<file path="src/rtl/fw_msg_collector.sv">
// Firmware message collector: edge-detected message strobes are queued by priority,
// and the NUL-terminated byte string in a local buffer is drained into a held message.
module fw_msg_collector #(
    parameter int unsigned DEPTH = 64,
    parameter int unsigned IDX_W = $clog2(DEPTH),
    parameter int unsigned DW    = 32,
    parameter int unsigned CNT_W = 16
) (
    input  logic                 wb_clk_i,
    input  logic                 wb_rst_i,
    input  logic                 new_report,
    input  logic                 new_warning,
    input  logic                 new_error,
    input  logic                 new_compare,
    input  logic                 write_mem,
    input  logic [IDX_W-1:0]     index,
    input  logic [7:0]           data,
    input  logic [DW-1:0]        expected_reg,
    input  logic [DW-1:0]        measured_reg,
    input  logic                 msg_ack,
    output logic                 msg_valid,
    output logic [1:0]           msg_type,
    output logic [IDX_W:0]       msg_len,
    output logic [8*DEPTH-1:0]   msg_string,
    output logic [DW-1:0]        msg_expected,
    output logic [DW-1:0]        msg_measured,
    output logic                 cmp_pass,
    output logic                 busy,
    output logic                 req_overflow,
    output logic                 wr_drop,
    output logic [CNT_W-1:0]     warning_count,
    output logic [CNT_W-1:0]     error_count,
    output logic [CNT_W-1:0]     cmp_fail_count
);

    typedef enum logic [1:0] {IDLE, SCAN, DONE} state_t;

    state_t           state;
    logic [3:0]       strb;
    logic [3:0]       prev;
    logic [3:0]       req;
    logic [3:0]       pending;
    logic [3:0]       clr;
    logic [1:0]       sel_type;
    logic [3:0]       sel_mask;
    logic [7:0]       mem [DEPTH];
    logic [IDX_W-1:0] ptr;
    logic [7:0]       byte_rd;
    logic             enter_done;
    logic             pass_now;

    // Bit position of each strobe equals its message type code.
    assign strb    = {new_compare, new_error, new_warning, new_report};
    assign req     = strb & ~prev;
    assign byte_rd = mem[ptr];
    assign busy    = (state != IDLE);

    always_comb begin
        sel_type = 2'd0;
        sel_mask = '0;
        if (pending[2]) begin
            sel_type = 2'd2;
            sel_mask = 4'b0100;
        end else if (pending[3]) begin
            sel_type = 2'd3;
            sel_mask = 4'b1000;
        end else if (pending[1]) begin
            sel_type = 2'd1;
            sel_mask = 4'b0010;
        end else if (pending[0]) begin
            sel_type = 2'd0;
            sel_mask = 4'b0001;
        end
    end

    always_comb begin
        clr        = (state == IDLE) ? sel_mask : '0;
        enter_done = (state == SCAN) &&
                     ((byte_rd == 8'h00) || (ptr == IDX_W'(DEPTH - 1)));
        pass_now   = (msg_type != 2'd3) || (msg_expected == msg_measured);
    end

    always_ff @(posedge wb_clk_i or posedge wb_rst_i) begin
        if (wb_rst_i) begin
            state          <= IDLE;
            prev           <= '0;
            pending        <= '0;
            ptr            <= '0;
            msg_valid      <= 1'b0;
            msg_type       <= '0;
            msg_len        <= '0;
            msg_string     <= '0;
            msg_expected   <= '0;
            msg_measured   <= '0;
            cmp_pass       <= 1'b0;
            req_overflow   <= 1'b0;
            wr_drop        <= 1'b0;
            warning_count  <= '0;
            error_count    <= '0;
            cmp_fail_count <= '0;
            for (int unsigned i = 0; i < DEPTH; i++) begin
                mem[IDX_W'(i)] <= '0;
            end
        end else begin
            prev         <= strb;
            pending      <= (pending & ~clr) | req;
            req_overflow <= req_overflow | (|(req & pending));

            if (write_mem) begin
                if (state == SCAN) begin
                    wr_drop <= 1'b1;
                end else begin
                    mem[index] <= data;
                end
            end

            case (state)
                IDLE: begin
                    if (|pending) begin
                        state        <= SCAN;
                        msg_type     <= sel_type;
                        msg_expected <= expected_reg;
                        msg_measured <= measured_reg;
                        msg_string   <= '0;
                        msg_len      <= '0;
                        ptr          <= '0;
                    end
                end
                SCAN: begin
                    if (byte_rd != 8'h00) begin
                        msg_string <= {msg_string[8*DEPTH-9:0], byte_rd};
                        mem[ptr]   <= '0;
                        ptr        <= ptr + 1'b1;
                        msg_len    <= msg_len + 1'b1;
                    end
                    if (enter_done) begin
                        state     <= DONE;
                        msg_valid <= 1'b1;
                        cmp_pass  <= pass_now;
                        if (msg_type == 2'd1 && warning_count != '1)
                            warning_count <= warning_count + 1'b1;
                        if (msg_type == 2'd2 && error_count != '1)
                            error_count <= error_count + 1'b1;
                        if (!pass_now && cmp_fail_count != '1)
                            cmp_fail_count <= cmp_fail_count + 1'b1;
                    end
                end
                DONE: begin
                    if (msg_ack) begin
                        state     <= IDLE;
                        msg_valid <= 1'b0;
                    end
                end
                default: state <= IDLE;
            endcase
        end
    end

endmodule

</file>
<file path="config.mk">
export PLATFORM = sky130hd
export DESIGN_NAME = fw_msg_collector
export DESIGN_NICKNAME = d
export VERILOG_FILES = /design/src/rtl/fw_msg_collector.sv
export SDC_FILE = /design/constraint.sdc
export NUM_CORES = 2
export LEC_CHECK = 0
export CORE_ASPECT_RATIO = 0.9
export CORE_MARGIN = 2
export CORE_UTILIZATION = 50
export DETAILED_ROUTE_END_ITERATION = 10
export PLACE_DENSITY_LB_ADDON = 0.05
export SLEW_MARGIN = 0
export SYNTH_ARGS = -nofsm -noshare
export SYNTH_HDL_FRONTEND = slang
export SYNTH_SLANG_ARGS = --single-unit
</file>
<file path="constraint.sdc">
create_clock -name wb_clk_i -period 93.3 [get_ports wb_clk_i]
set_input_delay 18.66 -clock wb_clk_i [delete_from_list [all_inputs] [get_ports wb_clk_i]]
set_output_delay 18.66 -clock wb_clk_i [all_outputs]
set_load 0.02 [all_outputs]
</file>
==> results.tsv <==
metric	value	unit
status	complete, no violations	
gr usage total	0.309	
slowest stage delay, CP	0.87	ns
Synth Register Bits	1165	
CP most frequent cell	buf_4	
post-CTS resize count	0	
min-delay src	prev[1]	
routability cong.	0.882	
first-pass detailed-route iteration total	8	
worst IR drop on VDD	0.0451	mV
Worst path slowest cell	buf_4	
hpwl dp	110000	um
Initial Utilization	0.506	
CP Cell Sequence	clkdlybuf4s50_1, inv_8, buf_4, buf_4, buf_4	
final WL	171000	um
asr flop ratio synth	1.00	
Iteration-0 DRC Markers	4408	
dpl cells	6861	
CTS tree	built	
Sink Count	1165	
r2r worst-path depth	16	
CP bufs+invs	5	
leading area contributor after synthesis	dfrtp_1	
initial antenna violation count	9	
Die X	346	um
core area	0.104	mm2
Mapped Cells	5158	
Hold Crit Endpoint	pending[1]	
CTS root buffer	clkbuf_16	
RSZ-0062 raised after global routing	no	
register area share after synthesis	0.554	
Setup Viol. Count Final	0	
yosys warns	0	
min-delay worst type	register to register	
total grt overflow	0	
r2r setup slk	85.28	ns
Synth area leaders	dfrtp_1 55%, mux2i_1 11%, nand2_1 8.2%, o21ai_1 4.3%, a31oi_1 3.8%	
Max-cap violations	0	
Critical Path RT	94.01	ns
critical path capture point type	async pin	
nets	5706	
Max Fclk	46.2	MHz
I/O Buffers	723	
routed length per placed instance	24.1	um
worst slew pin tran	1.40	ns
postcts setup bufs	0	
Slew Limit Fails	0	
vias per cell	5.82	
Non-Filler Instances	7087	
worst reg2reg path startpoint	ptr[0]	
ys flop type	dfrtp_1	
Site Rows	112	
Post-Syn Nets	5249	
Post-synth EDFFs	0	
vias in the first global route	39300	
Final period util	0.232	
Commonest cells post-synth	1165 x dfrtp_1, 1151 x nand2_1, 573 x mux2i_1	
CP arrival	22.34	ns
Die Area	0.108	mm2
Leak Pwr	27.4	nW
TNS Setup	0	ns
Slew HR	0.0677	
type of origin of the critical path	primary input	
Mean Syn Cell Area	10.2	um2
DRC violations left	0	
kind of critical path	primary input to async pin	
cell with the most instances after synthesis	dfrtp_1	
DR vias	41300	
worst skew pair latency	0.73	ns
r2r endpoint	msg_string[55]	
CP top delay family	buffers and inverters	
Clock Path Buffers	3	
synthesis-to-layout area growth	21.7	%
Die H	312	um
hold depth	1	
# IOs	724	
Worst Path Max Fanout	87	
total power divided by cell area	24.9	mW/mm2
CTS clk-pin slew, worst paths	0.06	ns
share of cells above drive strength 1	0.0697	
Cell variety after synth	65	
Hold Vio Cnt, Final	0	
Post-Syn Area	0.0526	mm2
hold-fix buffer count after cts	0	
Routed Antenna Nets	0	
share of the synthesized area in the top cell type	0.554	
maximum level of the CTS H-tree	3	
cts bufs inserted	120	
skew final	0.0300	ns
first-pass GRT wire length	258000	um
Final min period	21.63	ns
largest net degree at the start of global routing	268	
-- registers in the layout, summed over array words and instances (netlist names), 2 cells and up --
signal          cells
msg_len             7
prev                4
ptr                 6
msg_expected       32
msg_string        512
error_count        16
state               2
mem               512
msg_type            2
cmp_fail_count     16
msg_measured       32
warning_count      16
pending             4
-- how the worst max path moves through the flow --
stage | startpoint | to | slack (ns) | cells after the start
floorplan | wb_rst_i | cmp_fail_count[0] | 41.83 | 1
global placement | wb_rst_i | msg_string[444] | 70.77 | 5
detailed placement | wb_rst_i | msg_string[439] | 70.77 | 5
CTS | wb_rst_i | msg_string[444] | 71.51 | 5
global route | wb_rst_i | msg_string[492] | 71.11 | 5
finish | wb_rst_i | msg_string[447] | 71.67 | 5
-- worst register-to-register path, delay by kind of cell (launching register included) --
family	cells	cell delay [ns]
compound gates	5	1.39
buf+inv	6	3.67
flops	1	0.63
simple gates	5	2.24
-- routing by layer --
metal,up-vias,GRT usage,part of all wire
li1,19000,-,-
met5,-,0,0.00019
met1,20500,0.433,0.43
met3,290,0.0724,0.074
met4,4,0.101,0.034
met2,1514,0.476,0.46
-- logic make-up after synthesis --
kind of cell,count (synthesis),share of synthesized area
DFF,1165,0.554
muxes,649,0.127
xor gates and xnor gates,85,0.0141
buffers and inverters,480,0.0444
AOI/OAI and AO/OA,1195,0.137
adders and majority gates,5,0.00119
and+or+nand+nor,1579,0.122
-- power breakdown --
part	switching, mW	total, mW	internal [mW]
clock	0.206	0.492	0.286
sequential	0.0459	0.615	0.569
combinational	0.361	0.489	0.128
-- metrics by stage --
| stage | util | worst slack (ns) | power (mW) | hold WS (ns) | instance area [um2] |
|---|---|---|---|---|---|
| after global placement | 0.577 | 70.77 | 1.10 | 0.426 | 60000 |
| after CTS | 0.616 | 71.51 | 1.60 | 0.436 | 64000 |
| after detailed placement | 0.577 | 70.77 | 1.11 | 0.427 | 60000 |
| after floorplan | - | 41.83 | 0.994 | 0.415 | 52600 |
| final | 0.616 | 71.67 | 1.60 | 0.436 | 64000 |
| after global routing | 0.616 | 71.11 | 1.67 | 0.469 | 64000 |
-- final cells by class --
class	instances	area, um2
multi-input cells	3513	21200
diodes	5	12.5
inverters	11	48.8
well taps	1368	1710
fillers	8807	39900
clock buffers	182	3560
repair buffers	804	7870
clock inverters	39	445
flip-flops and latches	1165	29200
-- layout by cell type (no fill, tap or decap), types with 7 or more instances in the layout --
cell             netlist  layout
bufinv_16              0       9
mux2i_1              573     573
xnor2_1               25      25
nand4_1               15      15
clkbuf_16              0     122
o21ai_1              454     454
nor2_1               220     213
a221o_1               58      58
a221oi_1              58      58
inv_1                 11       9
or3_1                  7       7
nor4_1                15      15
clkbuf_8               0      28
nand2_1             1151    1151
o22ai_1               53      53
o21a_1                14      14
o21ai_0               78      78
clkdlybuf4s50_1        0     715
a22o_1                 7       7
dfrtp_1             1165    1164
o22a_1                24      24
buf_2                 70       8
and3_1                35      35
mux2_2                70      70
a21oi_1               89      89
xor2_1                60      60
nand3_1               76      76
clkbuf_1             303      32
or2_2                  8       8
buf_4                 37      76
a31oi_1              323     323
clkinv_2               0      25
o221ai_1               7       7
a22oi_1                9       9
(Power assumes the default switching activity.)
